--- src/rtl/multicycle_ctrl_if.sv ---
// Control <-> datapath/memory bundle for the multicycle riscv32 core.
// master = control FSM side, slave = datapath/memory side.
interface multicycle_ctrl_if;
  logic [6:0] opcode;
  logic [2:0] funct3;
  logic       funct7_5;
  logic       funct7_0;
  logic       Zflag;
  logic       mem_ready;
  logic [3:0] ALUcontrol;
  logic [1:0] ALUSrcA;
  logic [1:0] ALUSrcB;
  logic [1:0] ImmSrc;
  logic [1:0] ResultSrc;
  logic       AdrSrc;
  logic       mem_req;
  logic       MemWrite;
  logic       IRWrite;
  logic       PCWrite;
  logic       RegWrite;
  logic       illegal;
  logic [3:0] state;

  modport master (
    input  opcode, funct3, funct7_5, funct7_0, Zflag, mem_ready,
    output ALUcontrol, ALUSrcA, ALUSrcB, ImmSrc, ResultSrc, AdrSrc,
           mem_req, MemWrite, IRWrite, PCWrite, RegWrite, illegal, state
  );

  modport slave (
    output opcode, funct3, funct7_5, funct7_0, Zflag, mem_ready,
    input  ALUcontrol, ALUSrcA, ALUSrcB, ImmSrc, ResultSrc, AdrSrc,
           mem_req, MemWrite, IRWrite, PCWrite, RegWrite, illegal, state
  );
endinterface

--- src/rtl/multicycle_ctrl.sv ---
// Multicycle riscv32 control FSM; outputs are combinational from state and IR fields.
// Memory states hold mem_req/AdrSrc until mem_ready; beq/bne 3, R/I/sw 4, lw 5 cycles.
module multicycle_ctrl (
  input  logic                  clk,
  input  logic                  rst,
  multicycle_ctrl_if.master     bus
);
  typedef enum logic [3:0] {
    S_FETCH, S_DECODE, S_MEMADR, S_MEMREAD, S_MEMWB, S_MEMWRITE,
    S_EXECR, S_EXECI, S_ALUWB, S_BRANCH, S_JAL, S_TRAP
  } state_t;

  localparam logic [6:0] OP_LW  = 7'b0000011;
  localparam logic [6:0] OP_SW  = 7'b0100011;
  localparam logic [6:0] OP_R   = 7'b0110011;
  localparam logic [6:0] OP_I   = 7'b0010011;
  localparam logic [6:0] OP_B   = 7'b1100011;
  localparam logic [6:0] OP_JAL = 7'b1101111;

  localparam logic [3:0] ALU_ADD = 4'b0000;
  localparam logic [3:0] ALU_SUB = 4'b0001;
  localparam logic [3:0] ALU_AND = 4'b0010;
  localparam logic [3:0] ALU_OR  = 4'b0011;
  localparam logic [3:0] ALU_SLL = 4'b0100;
  localparam logic [3:0] ALU_SRL = 4'b0101;
  localparam logic [3:0] ALU_MUL = 4'b0110;
  localparam logic [3:0] ALU_XOR = 4'b0111;
  localparam logic [3:0] ALU_SLT = 4'b1000;

  state_t     state_q, state_d;
  logic [3:0] f3_alu;
  logic       f3_ok;
  logic [3:0] alu_c;
  logic [1:0] srca_c, srcb_c, imm_c, res_c;
  logic       adr_c, req_c, mw_c, irw_c, pcw_c, rw_c, ill_c;

  always_ff @(posedge clk or posedge rst) begin
    if (rst) state_q <= S_FETCH;
    else     state_q <= state_d;
  end

  // funct3 -> ALU op shared by R and I forms; 011 (sltu) is not supported
  always_comb begin
    f3_alu = ALU_ADD;
    f3_ok  = 1'b1;
    case (bus.funct3)
      3'b000:  f3_alu = ALU_ADD;
      3'b111:  f3_alu = ALU_AND;
      3'b110:  f3_alu = ALU_OR;
      3'b001:  f3_alu = ALU_SLL;
      3'b101:  f3_alu = ALU_SRL;
      3'b100:  f3_alu = ALU_XOR;
      3'b010:  f3_alu = ALU_SLT;
      default: f3_ok  = 1'b0;
    endcase
  end

  always_comb begin
    state_d = state_q;
    alu_c   = ALU_ADD;
    srca_c  = 2'b00;
    srcb_c  = 2'b00;
    imm_c   = 2'b00;
    res_c   = 2'b00;
    adr_c   = 1'b0;
    req_c   = 1'b0;
    mw_c    = 1'b0;
    irw_c   = 1'b0;
    pcw_c   = 1'b0;
    rw_c    = 1'b0;
    ill_c   = 1'b0;
    case (state_q)
      S_FETCH: begin
        req_c  = 1'b1;
        srcb_c = 2'b10;
        res_c  = 2'b10;
        if (bus.mem_ready) begin
          irw_c   = 1'b1;
          pcw_c   = 1'b1;
          state_d = S_DECODE;
        end
      end
      S_DECODE: begin
        srca_c = 2'b01;
        srcb_c = 2'b01;
        // jal needs its J immediate for the target; everything else uses B
        imm_c  = (bus.opcode == OP_JAL) ? 2'b11 : 2'b10;
        case (bus.opcode)
          OP_LW, OP_SW: state_d = S_MEMADR;
          OP_R:         state_d = S_EXECR;
          OP_I:         state_d = S_EXECI;
          OP_B:         state_d = (bus.funct3[2:1] == 2'b00) ? S_BRANCH : S_TRAP;
          OP_JAL:       state_d = S_JAL;
          default:      state_d = S_TRAP;
        endcase
      end
      S_MEMADR: begin
        srca_c  = 2'b10;
        srcb_c  = 2'b01;
        imm_c   = bus.opcode[5] ? 2'b01 : 2'b00;
        state_d = bus.opcode[5] ? S_MEMWRITE : S_MEMREAD;
      end
      S_MEMREAD: begin
        req_c = 1'b1;
        adr_c = 1'b1;
        if (bus.mem_ready) state_d = S_MEMWB;
      end
      S_MEMWB: begin
        res_c   = 2'b01;
        rw_c    = 1'b1;
        state_d = S_FETCH;
      end
      S_MEMWRITE: begin
        req_c = 1'b1;
        mw_c  = 1'b1;
        adr_c = 1'b1;
        if (bus.mem_ready) state_d = S_FETCH;
      end
      S_EXECR: begin
        srca_c  = 2'b10;
        state_d = S_ALUWB;
        if (bus.funct7_0) begin
          if (!bus.funct7_5 && bus.funct3 == 3'b000) alu_c = ALU_MUL;
          else                                       state_d = S_TRAP;
        end else if (bus.funct7_5) begin
          if (bus.funct3 == 3'b000) alu_c = ALU_SUB;
          else                      state_d = S_TRAP;
        end else if (f3_ok) begin
          alu_c = f3_alu;
        end else begin
          state_d = S_TRAP;
        end
      end
      S_EXECI: begin
        srca_c  = 2'b10;
        srcb_c  = 2'b01;
        alu_c   = f3_alu;
        state_d = f3_ok ? S_ALUWB : S_TRAP;
      end
      S_ALUWB: begin
        rw_c    = 1'b1;
        state_d = S_FETCH;
      end
      S_BRANCH: begin
        srca_c  = 2'b10;
        alu_c   = ALU_SUB;
        pcw_c   = bus.funct3[0] ? ~bus.Zflag : bus.Zflag;
        state_d = S_FETCH;
      end
      S_JAL: begin
        srca_c  = 2'b01;
        srcb_c  = 2'b10;
        pcw_c   = 1'b1;
        state_d = S_ALUWB;
      end
      S_TRAP: begin
        ill_c = 1'b1;
      end
      default: state_d = S_TRAP;
    endcase
  end

  // rst masks everything combinationally so no enable escapes in the cycle it rises
  assign bus.ALUcontrol = rst ? 4'b0000 : alu_c;
  assign bus.ALUSrcA    = rst ? 2'b00 : srca_c;
  assign bus.ALUSrcB    = rst ? 2'b00 : srcb_c;
  assign bus.ImmSrc     = rst ? 2'b00 : imm_c;
  assign bus.ResultSrc  = rst ? 2'b00 : res_c;
  assign bus.AdrSrc     = ~rst & adr_c;
  assign bus.mem_req    = ~rst & req_c;
  assign bus.MemWrite   = ~rst & mw_c;
  assign bus.IRWrite    = ~rst & irw_c;
  assign bus.PCWrite    = ~rst & pcw_c;
  assign bus.RegWrite   = ~rst & rw_c;
  assign bus.illegal    = ~rst & ill_c;
  assign bus.state      = state_q;
endmodule
--- src/flat_wrapper.sv ---
// flat-port wrapper written by rule: the top's interface ports become plain ports
module multicycle_ctrl_flat 
  (clk, rst, bus_opcode, bus_funct3, bus_funct7_5, bus_funct7_0, bus_Zflag, bus_mem_ready, bus_ALUcontrol, bus_ALUSrcA, bus_ALUSrcB, bus_ImmSrc, bus_ResultSrc, bus_AdrSrc, bus_mem_req, bus_MemWrite, bus_IRWrite, bus_PCWrite, bus_RegWrite, bus_illegal, bus_state);
  multicycle_ctrl_if bus_i ();
  input  logic clk;
  input  logic rst;
  input wire logic [$bits(bus_i.opcode)-1:0] bus_opcode;
  input wire logic [$bits(bus_i.funct3)-1:0] bus_funct3;
  input wire logic [$bits(bus_i.funct7_5)-1:0] bus_funct7_5;
  input wire logic [$bits(bus_i.funct7_0)-1:0] bus_funct7_0;
  input wire logic [$bits(bus_i.Zflag)-1:0] bus_Zflag;
  input wire logic [$bits(bus_i.mem_ready)-1:0] bus_mem_ready;
  output wire logic [$bits(bus_i.ALUcontrol)-1:0] bus_ALUcontrol;
  output wire logic [$bits(bus_i.ALUSrcA)-1:0] bus_ALUSrcA;
  output wire logic [$bits(bus_i.ALUSrcB)-1:0] bus_ALUSrcB;
  output wire logic [$bits(bus_i.ImmSrc)-1:0] bus_ImmSrc;
  output wire logic [$bits(bus_i.ResultSrc)-1:0] bus_ResultSrc;
  output wire logic [$bits(bus_i.AdrSrc)-1:0] bus_AdrSrc;
  output wire logic [$bits(bus_i.mem_req)-1:0] bus_mem_req;
  output wire logic [$bits(bus_i.MemWrite)-1:0] bus_MemWrite;
  output wire logic [$bits(bus_i.IRWrite)-1:0] bus_IRWrite;
  output wire logic [$bits(bus_i.PCWrite)-1:0] bus_PCWrite;
  output wire logic [$bits(bus_i.RegWrite)-1:0] bus_RegWrite;
  output wire logic [$bits(bus_i.illegal)-1:0] bus_illegal;
  output wire logic [$bits(bus_i.state)-1:0] bus_state;
  assign bus_i.opcode = bus_opcode;
  assign bus_i.funct3 = bus_funct3;
  assign bus_i.funct7_5 = bus_funct7_5;
  assign bus_i.funct7_0 = bus_funct7_0;
  assign bus_i.Zflag = bus_Zflag;
  assign bus_i.mem_ready = bus_mem_ready;
  assign bus_ALUcontrol = bus_i.ALUcontrol;
  assign bus_ALUSrcA = bus_i.ALUSrcA;
  assign bus_ALUSrcB = bus_i.ALUSrcB;
  assign bus_ImmSrc = bus_i.ImmSrc;
  assign bus_ResultSrc = bus_i.ResultSrc;
  assign bus_AdrSrc = bus_i.AdrSrc;
  assign bus_mem_req = bus_i.mem_req;
  assign bus_MemWrite = bus_i.MemWrite;
  assign bus_IRWrite = bus_i.IRWrite;
  assign bus_PCWrite = bus_i.PCWrite;
  assign bus_RegWrite = bus_i.RegWrite;
  assign bus_illegal = bus_i.illegal;
  assign bus_state = bus_i.state;
  multicycle_ctrl u_core (.clk(clk), .rst(rst), .bus(bus_i));
endmodule
--- config.mk ---
export PLATFORM = sky130hd
export DESIGN_NAME = multicycle_ctrl_flat
export DESIGN_NICKNAME = d
export VERILOG_FILES = /design/src/rtl/multicycle_ctrl_if.sv /design/src/rtl/multicycle_ctrl.sv /design/src/flat_wrapper.sv
export SDC_FILE = /design/constraint.sdc
export NUM_CORES = 1
export LEC_CHECK = 0
export ABC_AREA = 1
export CAP_MARGIN = 0
export CORE_MARGIN = 3
export CORE_UTILIZATION = 44
export CTS_BUF_LIST = sky130_fd_sc_hd__clkbuf_2 sky130_fd_sc_hd__clkbuf_4 sky130_fd_sc_hd__clkbuf_8
export DETAILED_ROUTE_END_ITERATION = 16
export PLACE_DENSITY = 0.88
export SYNTH_ARGS = -nofsm -noshare
export SYNTH_HDL_FRONTEND = slang
export SYNTH_SLANG_ARGS = --single-unit
--- constraint.sdc ---
create_clock -name clk -period 2.42 [get_ports clk]
set_clock_uncertainty 0.05 [all_clocks]
set_input_delay 0.484 -clock clk [delete_from_list [all_inputs] [get_ports clk]]
set_output_delay 0.484 -clock clk [all_outputs]
set_load 0.05 [all_outputs]
==> qor.yml <==
synthMuxAreaShare_pct: 0
p_sw_share_pct: 59.0
synth_top_family_by_area: "simple AND/OR/NAND/NOR gates"
seqPwrFrac_pct: 10.4
outcome: "complete, no violations"
clkLatencyLatePin_ns: 0.24
total_leakage_power_nw: 0.663
p_switching_mw: 0.869
setup_viol: 0
die_h_um: 47.3
cts_tree: "built"
drive_gt1_share_pct: 30.2
dieArea_mm2: 0.00224
crit_buf_inv: 3
finalWeightedCongestion: 0.893
rr_worst_depth: 7
clockPowerShare_pct: 5.7
largest_reg_flops: 4
vias: 1108
synth-seq-area-share_pct: 13.3
hold_viol_final: 0
synth_nets: 154
synthAdderAreaFrac_pct: 0
synth_top_cell_area_share_pct: 19.0
die_x_um: 47.3
io_pins: 39
vias_per_cell: 5.60
endpoint_kind: "output pin"
grt_max_degree: 11
cts_hold_buf: 0
synth_top_cell_by_area: "nand2_1"
post-dp-hpwl_um: 2180
wl_per_cell_um: 13.9
h-tree-depth: 1
crit_fanout: 10
avgSynthCellArea_um2: 5.45
worst_slew_pin_slew_ns: 0.531
fillers: 76
grt_pass1_vias: 933
drc: 0
min_period_ns: 2.30
antenna_left: 0
cell_internal_pwr_mw: 0.603
hold_depth: 2
worst_slack_ns: 0.121
synth.cell_area_um2: 752
numPortBuffers: 38
relSlewSlack_pct: 64.5
crit_family: "buffers and inverters"
yosys.area_share.simple_pct: 60.1
grt_pass1_wl_um: 4120
ys_ff_latch: 4
synth_compound_area_share_pct: 14.8
ys_warn_count: 0
final_cell_mix: "nand2_1, nor2_1, clkdlybuf4s50_1"
cp-start-kind: "input pin"
powerDensity_mw_per_mm2: 1050
whs_ns: 0.626
rsz0062_at_grt: "no"
syn_inst: 138
start_util_pct: 48.2
fp.coreArea_mm2: 0.00156
antenna_found_initial: 0
synthXorXnorAreaFrac_pct: 0
cts-root-buf: "clkbuf_4"
fp-row-count: 14
post-route-period-util_pct: 95.0
cts_buffers: 3
crit_path_top_delay_cell: "clkdlybuf4s50_1"
clk_pin_slew_ns: 0.03
dr.pass1.iters: 4
fin_tns_setup_ns: 0
nets: 200
diodes: 0
vdd_drop_max_v: 0.000755
post-place-ws_ns: 0.0505
crit_required_ns: 1.89
arrival_ns: 1.76
hp-class: "reg2reg"
drv_cap: 0
pwr-share-comb_pct: 83.9
synth_area_leaders: "nand2_1, dfrtp_1, nor2_1"
crit_chain: "clkdlybuf4s50_1 -> buf_4 -> nor2_1 -> nand3_1 -> o221ai_2 -> buf_12"
clockBufferDepth: 2
ys_types: 25
timing.fmax_mhz: 435
maxSlewViolCount: 0
max_stage_delay_ns: 0.59
grtUsageTotal_pct: 25.2
path_depth: 6
area_delta_synth_final_pct: 86.0
finalWirelength_um: 2760
clock-sinks: 4
overflow: 0
crit_type: "in2out"
p_total_mw: 1.47
final_common_cell: "nand2_1"
dr.first_iter.drc_count: 61
==> synth_stat cells <==
library cell	count
nor3_2	1
nor2_4	6
nor4_1	1
nor2_1	21
inv_4	1
o21bai_1	1
o21ai_0	7
nor3_1	1
or2_1	1
nand3_1	12
dfrtp_1	4
o22ai_1	1
o221ai_1	1
a31oi_1	3
nand3b_1	1
inv_1	16
nor2_2	1
inv_2	5
nand2_2	2
nand4_1	2
clkbuf_1	1
nand3_2	3
nand2_1	38
a21oi_1	7
or2_0	1
==> layout make-up <==
type	instances	area [um^2]	share of cell area, %
clock buffers	3	22.5	1.61
inverters	22	85.1	6.08
multi-input cells	111	613	43.8
flip-flops and latches	4	100	7.16
well taps	16	20.0	1.43
repair buffers	42	558	39.9
==> per-stage QoR <==
step / util, % / area, um^2 / instances
6_report: 89.7 / 1400 / 198
3_5_place_dp: 87.2 / 1360 / 194
2_1_floorplan: - / 800 / 138
4_1_cts: 88.6 / 1380 / 197
3_3_place_gp: 87.2 / 1360 / 194
5_1_grt: 89.7 / 1400 / 198
==> final timing paths <==
kind	startpoint	end	slack, ns
worst max-delay path	rst	bus_PCWrite	0.12
worst min-delay path	u_core.bus.state[1]	u_core.bus.state[1]	0.63
min in group asynchronous	rst	u_core.bus.state[3]	0.74
worst min register to register	u_core.bus.state[1]	u_core.bus.state[1]	0.63
worst max register to register	u_core.bus.state[1]	u_core.bus.state[2]	1.03
max in group asynchronous	rst	u_core.bus.state[2]	1.47
==> worst reg2reg max path: stages, from the launching register on <==
cell,delay [ns]
dfrtp_1,0.45
nor2_1,0.27
inv_2,0.10
nor2_4,0.13
nand4_1,0.12
nand3_1,0.11
nand2_1,0.05
nand2_1,0.05
==> repair_timing <==
item	4_1_cts	5_1_grt
gates resized for setup	0	5
buffers inserted	0	1
setup endpoints to repair	0	3
==> metal layers <==
metal	GRT usage [%]	vias to the layer above	part of all wire [%]
li1	-	539	-
met1	32.5	497	38
met2	43.6	68	52
met3	3.07	4	8.7
met4	6.63	0	0.76
met5	0	-	0
==> power groups by stage <==
stage	registers, mW	clock network (mW)	logic [mW]
2_1_floorplan	0.247	0	0.690
3_3_place_gp	0.151	0	1.20
3_5_place_dp	0.151	0	1.21
4_1_cts	0.151	0.0843	1.22
5_1_grt	0.157	0.0903	1.30
6_report	0.154	0.0833	1.23
==> cell families after synthesis <==
group                  count (synthesis)
AND/OR/NAND/NOR                       91
AO/OA/AOI/OAI                         20
flip-flops                             4
buffers and inverters                 23
No activity file was read; power rests on OpenSTA's default activity.
